File: config.mk
export PLATFORM = sky130hd
export DESIGN_NAME = fifo_rd_ctrl
export DESIGN_NICKNAME = d
export VERILOG_FILES = /design/src/rtl/fifo_rd_ctrl.sv
export SDC_FILE = /design/constraint.sdc
export NUM_CORES = 1
export LEC_CHECK = 0
export CORE_UTILIZATION = 50
export CTS_CLUSTER_SIZE = 14
export DETAILED_ROUTE_END_ITERATION = 7
export PLACE_DENSITY = 0.91
export SETUP_SLACK_MARGIN = 0.3
export SLEW_MARGIN = 25
export SYNTH_ARGS = -nofsm -noshare
export SYNTH_HDL_FRONTEND = slang
export SYNTH_SLANG_ARGS = --single-unit
File: constraint.sdc
create_clock -name clk -period 6.1 [get_ports clk]
set_clock_uncertainty 0.15 [all_clocks]
set_input_delay 1.22 -clock clk [delete_from_list [all_inputs] [get_ports clk]]
set_output_delay 1.22 -clock clk [all_outputs]
set_load 0.05 [all_outputs]
File: src/rtl/fifo_rd_ctrl.sv
// Read-side controller for the 16x8 FIFO: issues rd_en, absorbs the 1-cycle read latency in a 2-entry skid buffer,
// m_valid two cycles after fifo_empty falls, 1 word/cycle; m_ready low stalls after 2 outstanding words. Burst/flush FSM under RD_BURST_EN.
module fifo_rd_ctrl #(
  parameter int MEM_WIDTH  = 8,
  parameter int ADDR_WIDTH = 4,
  parameter int BURST_LEN  = 4
) (
  input  logic                  clk,
  input  logic                  rst,
  input  logic [MEM_WIDTH-1:0]  fifo_data_out,
  input  logic                  fifo_empty,
  input  logic [ADDR_WIDTH:0]   fifo_counter,
  output logic                  rd_en,
  output logic [MEM_WIDTH-1:0]  m_data,
  output logic                  m_valid,
  input  logic                  m_ready,
  output logic [15:0]           rd_count
`ifdef RD_BURST_EN
  ,
  input  logic                  flush,
  output logic                  burst_active
`endif
);

  logic [1:0]           occ;
  logic                 inflight;
  logic [MEM_WIDTH-1:0] skid0;
  logic [MEM_WIDTH-1:0] skid1;
  logic                 pop;
  logic                 run;
  logic [1:0]           occ_pop;
  logic [2:0]           pending;

  assign pop     = m_valid & m_ready;
  assign m_valid = (occ != 2'd0);
  assign m_data  = skid0;
  assign occ_pop = occ - {1'b0, pop};

  // Words held or arriving after this edge; a new read is allowed only if that stays below 2.
  assign pending = {1'b0, occ} + {2'b0, inflight} - {2'b0, pop};
  assign rd_en   = ~rst & run & ~fifo_empty & (pending < 3'd2);

  always_ff @(posedge clk or posedge rst) begin
    if (rst) begin
      occ      <= 2'd0;
      inflight <= 1'b0;
      skid0    <= '0;
      skid1    <= '0;
      rd_count <= 16'd0;
    end else begin
      inflight <= rd_en;
      occ      <= occ_pop + {1'b0, inflight};
      if (pop)
        rd_count <= rd_count + 16'd1;
      // Tail slot is wherever the buffer ends after this edge's pop.
      if (inflight && occ_pop == 2'd0)
        skid0 <= fifo_data_out;
      else if (pop)
        skid0 <= skid1;
      if (inflight && occ_pop == 2'd1)
        skid1 <= fifo_data_out;
    end
  end

`ifdef RD_BURST_EN
  typedef enum logic [1:0] {IDLE, BURST, DRAIN} state_t;

  localparam logic [ADDR_WIDTH:0] BURST_LEN_W = (ADDR_WIDTH+1)'(BURST_LEN);
  localparam logic [ADDR_WIDTH:0] ONE_W       = (ADDR_WIDTH+1)'(1);

  state_t              state;
  state_t              state_nxt;
  logic [ADDR_WIDTH:0] burst_cnt;
  logic [ADDR_WIDTH:0] burst_cnt_nxt;

  assign run = (state != IDLE);

  always_comb begin
    state_nxt     = state;
    burst_cnt_nxt = burst_cnt;
    case (state)
      IDLE: begin
        if (fifo_counter >= BURST_LEN_W) begin
          state_nxt     = BURST;
          burst_cnt_nxt = BURST_LEN_W;
        end else if (flush && !fifo_empty) begin
          state_nxt = DRAIN;
        end
      end
      BURST: begin
        if (rd_en) begin
          burst_cnt_nxt = burst_cnt - ONE_W;
          if (burst_cnt == ONE_W)
            state_nxt = IDLE;
        end
      end
      DRAIN: begin
        if (fifo_empty)
          state_nxt = IDLE;
      end
      default: state_nxt = IDLE;
    endcase
  end

  always_ff @(posedge clk or posedge rst) begin
    if (rst) begin
      state        <= IDLE;
      burst_cnt    <= '0;
      burst_active <= 1'b0;
    end else begin
      state        <= state_nxt;
      burst_cnt    <= burst_cnt_nxt;
      burst_active <= (state_nxt != IDLE);
    end
  end
`else
  localparam int unused_burst_len = BURST_LEN;
  logic unused_counter;

  assign run            = 1'b1;
  assign unused_counter = ^fifo_counter;
`endif

endmodule

==> results of run 1 <==
-- placed cells by master (no fill, tap or decap), types with 2 or more instances in the layout --
cell type / count
sky130_fd_sc_hd__a31oi_1: 8
sky130_fd_sc_hd__and3_1: 2
sky130_fd_sc_hd__buf_4: 2
sky130_fd_sc_hd__clkbuf_4: 5
sky130_fd_sc_hd__clkdlybuf4s50_1: 36
sky130_fd_sc_hd__dfrtp_1: 35
sky130_fd_sc_hd__ha_1: 4
sky130_fd_sc_hd__inv_1: 5
sky130_fd_sc_hd__mux2_4: 8
sky130_fd_sc_hd__nand2_1: 26
sky130_fd_sc_hd__nand3_1: 8
sky130_fd_sc_hd__nand4_1: 4
sky130_fd_sc_hd__nor2_1: 10
sky130_fd_sc_hd__nor3_1: 3
sky130_fd_sc_hd__xnor2_1: 14
sky130_fd_sc_hd__xor2_1: 4
-- synth_stat cells (all sizes together) --
library cell  number  share of area (%)
dfrtp             35                 55
nand2             26                6.2
xnor2             14                7.8
nor2              10                2.4
a31oi              8                3.2
mux2               8                7.6
nand3              8                2.5
inv                5                1.2
buf                4                1.8
ha                 4                3.2
nand4              4                1.6
xor2               4                2.2
nor3               3               0.95
and3               2               0.79
fa                 1                1.3
nand2b             1               0.40
nor4               1               0.40
nor4b              1               0.55
o21ai              1               0.32
or2                1               0.40
-- how the worst max path moves through the flow --
stage	end	depth (start not counted)	startpoint
6_report	rd_en	10	m_ready
3_5_place_dp	rd_en	10	m_ready
3_3_place_gp	rd_en	10	m_ready
4_1_cts	rd_en	10	m_ready
5_1_grt	rd_en	10	m_ready
2_1_floorplan	rd_en	8	m_ready
-- power by group through the flow --
stage	Clock (mW)	Sequential (mW)	Combinational [mW]
after floorplan	0	0.505	0.201
after global routing	0.141	0.384	0.505
after CTS	0.131	0.374	0.480
final	0.127	0.375	0.474
after detailed placement	0	0.377	0.477
after global placement	0	0.373	0.459
-- sequential cells by signal (all words and copies together) (netlist names) --
name      count
occ           2
m_data        8
skid1         8
inflight      1
rd_count     16
-- metal layers --
metal  vias up  GRT usage, %  share of wire [%]
li1        554             -                  -
met2        38         33.83                 50
met1       592         25.45                 44
met5         -             0                  0
met4         0         7.143               0.82
met3         7         6.696                4.9
-- area by class of cell --
type                            count  area (um^2)  share of cell area [%]
Sequential cell                    35        875.8                   42.53
Multi-Input combinational cell     97        658.1                   31.96
Timing Repair Buffer               39        395.4                   19.20
Tap cell                           44        55.05                   2.673
Clock buffer                        6        51.30                   2.491
Inverter                            5        18.77                  0.9113
Clock inverter                      1        5.005                  0.2430
-- per-stage QoR --
step	setup WS, ns	util (%)	area (um^2)
final	0.6617	68.02	2059
after global routing	0.5318	68.02	2059
after CTS	0.6638	68.02	2059
after detailed placement	0.6531	66.16	2003
after global placement	0.7768	66.16	2003
after floorplan	0.4297	-	1582
-- cell families after synthesis --
kind of cell	Yosys count	share of synthesized area [%]
AO/OA/AOI/OAI	9	3.481
flip-flops	35	55.38
XOR/XNOR	18	9.968
buffers and inverters	9	3.007
multiplexers	8	7.595
adder cells (fa/ha/maj)	5	4.431
AND/OR/NAND/NOR	57	16.14
-- critical path, cell delays in order --
cell	delay, ns
sky130_fd_sc_hd__clkdlybuf4s50_1	0.46
sky130_fd_sc_hd__o21ai_1	0.06
sky130_fd_sc_hd__buf_4	0.20
sky130_fd_sc_hd__inv_1	0.32
sky130_fd_sc_hd__ha_1	0.30
sky130_fd_sc_hd__nand2b_1	0.15
sky130_fd_sc_hd__fa_1	0.37
sky130_fd_sc_hd__xor2_1	0.15
sky130_fd_sc_hd__nor4b_1	0.60
sky130_fd_sc_hd__buf_12	0.22
==> results.txt, run 1 <==
* Outcome: completed
- Antenna violations before repair: 0
- Placed Instances: 220
- For this run, the total global-route usage over all layers was measured as 20.52%.
- Maximum net fanout on the critical path: 16
- In this run the standard cell core region covers about 0.0030 mm^2.
* Die Area: 0.003392 mm^2
- Worst hold slack: 0.3223 ns
- Final critical-path share of the clock period: 89.15%
* Arrival time at the worst endpoint: 4.07 ns
- In the routed layout, each cell is associated on average with a via count of 5.247.
- Worst setup EP type: output pin
- Buffers placed on the I/O ports in this run total 37.
- Estimated wirelength of the detail-placed design: 2.176 mm
* Hold Path Class: register to register
- Final WL: 3.048 mm
- For this design, the sink count on the clock tree is 35.
* Part of the total power dissipated in the clock network: 13.0%
* Sw Pwr: 421.5 uW
- The worst path in the final design needs a cycle of 5.438 ns, including I/O delays and setup.
- The worst register-to-register path has a setup slack of around 3.1 ns.
- Setup violations remaining at the end of the flow were counted as 0.
* Total of warnings raised by yosys: 0
- The first global-routing pass estimated 5.112 mm of wire.
- Dividing the detail-routed wire length by the instance count gives 13.43 um.
- The number of nets in the synthesized netlist is 163.
- Source-to-sink clock delay at the later pin of the worst-skew pair: 0.34 ns
- Max Root-Sink Buffers: 2
- Post-CTS setup buffers: 0
- In this run the count of I/O pins placed on the die edge is 43.
* Initial core utilization: between 50% and 60%
* Number of hold buffers added after cts: 0
* DR pass1 iterations: 4
* PnR Total Power: 975.9 uW
- Share of the yosys chip area belonging to registers: between 50 and 60%
- At the pin with the least slew margin, the transition time is 0.7001 ns.
* Crit path launch type: primary input
- Worst R2R Start: occ[1]
* Data required, critical path: 4.73 ns
- Root buffer cell: sky130_fd_sc_hd__clkbuf_4
- Across the VDD grid, the largest voltage drop is 263.1 uV.
- Remaining global-route overflow: 0
* Synthesized instance count: 141
- Setup total negative slack on the finished layout was measured at 0 ns.
* DRT antenna net count: 0
- Worst reg2reg endpoint: inflight
- Post-Syn Area per Cell: 11.22 um^2
- Fill cells: 240
- After detailed routing, the number of remaining DRC violations is 0.
- Counting instances, the worst hold path has a depth of 1.
* Via count of the first global-routing pass: 1140
- Max-cap violation count: 0
* Post-Syn Area: between 0.0015 and 0.002 mm^2
- Measured against its own limit, the worst slew margin works out to 52.67%.
* Number of core rows: 20
* Type of the setup path with the least slack: primary input to output pin
- Cells with a size suffix above 1 make up between 10% and 20% of the layout.
- Fraction of power spent switching nets: 43.19%
- Depth of the CTS H-tree: 2
- Number of endpoints with negative hold slack in the final report: 0
- Power density cells: 473.9 mW/mm^2
- Maximum operating frequency: about 180 MHz
- TritonCTS clock tree: yes
* DR iter-0 viols: 31
- Largest net degree at the start of global routing: 36
- Sequential power share: about two fifths
- Summing over every cut layer, the via total after detailed routing is 1191.
- R2R cell count: 8
* Part of the total power dissipated in combinational logic: 48.6%
* Source of the worst hold timing path: rd_count[15]
- The synthesized design contains 35 register bits.
- TritonCTS created 5 clock buffers.
- Cell internal power was estimated by the tool at about 550 uW.
- Distinct cell type count after synthesis: 22
- From synthesis to final layout, the design area changed by 30.22%.
- Ant diodes: 0
- Number of max-slew violations in the final report: 0
- Final instance count without filler cells: 227
- Measured along the x axis, the die boundary spans 58.24 um.
* Vertical die dimension: 58.24 um
* Post-CTS sizing: 0
- Gp weighted congestion: 0.7701
- RSZ-0062 raised after global routing: no
- Post-layout nets: around 210
* Static leakage power: 0.9081 nW
- Clock-pin slew was measured on the worst setup and hold paths at 0.10 ns.
- The path with the worst hold slack has its endpoint at rd_count[15].
Power figures use the tool's default switching activity.
==> run 2: changes to the inputs <==
Settings changed: CORE_UTILIZATION 50 to 47, PLACE_DENSITY 0.91 to 0.87.
Clock period 6.1 ns to 5.3 ns, I/O delays scaled along.
==> results.txt, run 2 (same netlist as run 1, synthesis figures left out) <==
- The flow ran to the end, and the final reports show no timing, DRC or antenna violations.
* Number of max-slew violations in the final report: 0 (unchanged)
- STA classifies the critical path startpoint as a primary input.
- The net switching power figure is 502.0 uW (+19%).
- The number of failing hold endpoints at the final stage was 0 (unchanged).
- The leakage power summed over all cells is 0.9236 nW (+1.7%).
- Hold Path Class: register to register
- For this design, the slowest cell found on the critical path is sky130_fd_sc_hd__clkdlybuf4s50_1.
* Data required, critical path: 4.09 ns (-0.64 ns)
- The largest net degree at the start of global routing came to 36 (unchanged).
- The number of buffers added to fix hold violations after cts came to 0 (unchanged).
* Drt wl/cell: 14.04 um (+4.6%)
- The arrival time reported for the critical path endpoint came to 3.55 ns (-0.52 ns).
- Worst hold slack: 0.3267 ns (+0.004349 ns)
* Leading cell type in the layout, fill and taps excluded: sky130_fd_sc_hd__clkdlybuf4s50_1
* Count of final setup violators: 0 (unchanged)
- The clock sink count is 35 (unchanged).
- The number of I/O port buffers came to 37 (unchanged).
* Growth of design area from synthesis to finish: 32.52%
* DR pass1 iterations: 4 (unchanged)
- The initial standard-cell utilization of the core came to 50.56% (-1.7 points).
- Boundary pin count: 43 (unchanged)
- The count of fill cells added during filler insertion came to 257 (+7.1%).
- Estimated wirelength of the detail-placed design: 2.244 mm (+3.1%)
* Clock-pin slew on the worst setup and hold paths: 0.11 ns (about the same)
- The flip-flop count of the largest register, all copies and words added was 16 (unchanged).
* Maximum operating frequency: 210.2 MHz
- Antenna violations before repair: 0 (unchanged)
- The number of inserted diodes came to 0 (unchanged).
* Part of the total power dissipated in combinational logic: 46.6% (-2.0 points)
- Die Area: 0.003601 mm^2 (+6.2%)
- Final WL: 3.201 mm (+5.0%)
- Max-cap violation count: 0 (unchanged)
* Via count normalized by instance count: 5.145 (-1.9%)
- The later-pin clock latency in the skew report was 0.35 ns (about the same).
* Number of buffers created by CTS: 5 (unchanged)
* Post-layout nets: 205 (unchanged)
- The DRC violation count after routing was 0 (unchanged).
- Top library cells by usage in the layout, fill and taps aside: sky130_fd_sc_hd__clkdlybuf4s50_1, sky130_fd_sc_hd__dfrtp_1, sky130_fd_sc_hd__nand2_1, sky130_fd_sc_hd__xnor2_1, sky130_fd_sc_hd__nor2_1
* Fin Setup TNS: 0 ns (unchanged)
- DRT antenna net count: 0 (unchanged)
* First-pass GRT wire length: 5.147 mm (+0.68%)
- TritonCTS built the clock tree.
* Register containing the most flip-flops in the final layout: rd_count
* Fraction of power spent switching nets: 42.11% (-1.1 points)
- DR iter-0 viols: 37 (+19%)
- Total GRT Usage: 20.29% (-0.23 points)
- The count of H-tree levels built during CTS is 2 (unchanged).
- The final weighted congestion in routability-driven placement was 0.8655 (+12%).
- The width of the chip is 60.01 um (+3.0%).
- Kind of cell adding the most delay to the critical path: buffers and inverters
- The die height is 60.01 um (+3.0%).
- Share of layout cells above drive strength 1: 11.41% (+1.0 points)
- The buffer depth of the longest clock path was 2 (unchanged).
- The transition time at the pin with the least slew margin is 0.5422 ns (-0.1579 ns).
* Post-CTS setup buffers: 0 (unchanged)
- The worst slew margin relative to its limit was 63.75% (+11 points).
* Core Region: 0.003128 mm^2 (+3.3%)
- The worst-case setup slack after placement is 0.5989 ns (-0.05425 ns).
- After layout, the worst path uses 89.75% of the clock period.
- Subtracting the final worst setup slack from the clock period gives 4.757 ns.
- The delay of the slowest cell on the worst path was 0.46 ns (-0.14 ns).
- Worst path setup slack after routing: 0.5431 ns (-0.1187 ns)
* Total vias in the final route: 1173 (-1.5%)
* Maximum net fanout on the critical path: 13 (-3)
- Power density cells: 568.8 mW/mm^2 (+20%)
* Via count of the first global-routing pass: 1191 (+4.5%)
- Post-CTS sizing: 0 (unchanged)
- The tree is rooted in a sky130_fd_sc_hd__clkbuf_4.
- Sequential power share: 36.3% (-2.1 points)
- The overall power consumption is 1.192 mW (+22%).
- Walking the worst path, the cells encountered are clkdlybuf4s50_1 > o21ai_1 > inv_1 > ha_1 > nand2b_1 > fa_1 > xor2_1 > nor4b_2 > buf_12.
* Worst setup EP type: output pin
* Remaining global-route overflow: 0 (unchanged)
- The clock network fraction of design power was 17.0% (+4.0 points).
- Type of the setup path with the least slack: primary input to output pin
* Internal power: 690.1 uW (+24%)
* CP bufs+invs: 3 (-1)
- Highest ir drop seen on vdd: 332.6 uV (+26%)
- Number of core rows: 20 (unchanged)
- RSZ-0062 raised after global routing: no
-- run 2: worst paths after layout --
path | startpoint | cells past startpoint | slack [ns] | endpoint
max | m_ready | 9 | 0.54 | rd_en
min | rd_count[15] | 1 | 0.33 | rd_count[15]
max reg2reg | occ[1] | 7 | 2.65 | inflight
min reg2reg | rd_count[15] | 1 | 0.33 | rd_count[15]
max in group asynchronous | rst | 3 | 3.68 | m_data[4]
min in group asynchronous | rst | 3 | 1.01 | rd_count[13]
-- run 2: power groups by stage --
stage	combinational [mW]	clock, mW	sequential (mW)
6_report	0.556	0.203	0.433
5_1_grt	0.591	0.218	0.442
4_1_cts	0.561	0.208	0.432
3_5_place_dp	0.556	0	0.434
3_3_place_gp	0.532	0	0.430
2_1_floorplan	0.236	0	0.581
-- run 2: through the flow --
stage | instance area [um^2] | cells | util (%)
2_1_floorplan | 1588 | 141 | -
3_3_place_gp | 2009 | 220 | 64.24
3_5_place_dp | 2009 | 220 | 64.24
4_1_cts | 2096 | 228 | 67.00
5_1_grt | 2096 | 228 | 67.00
6_report | 2096 | 228 | 67.00
-- run 2: routing by layer --
layer  GRT usage, %  part of all wire, %
met4          9.302                  1.9
met2          34.76                   49
met1          23.33                   45
met5              0                    0
met3          5.844                  4.6
-- run 2: cell type report --
class                           instances  area (um^2)  area share [%]
Multi-Input combinational cell         97        664.4           31.70
Timing Repair Buffer                   39        395.4           18.87
Clock buffer                            6        51.30           2.448
Clock inverter                          2        35.03           1.672
Tap cell                               44        55.05           2.627
Sequential cell                        35        875.8           41.79
Inverter                                5        18.77          0.8955
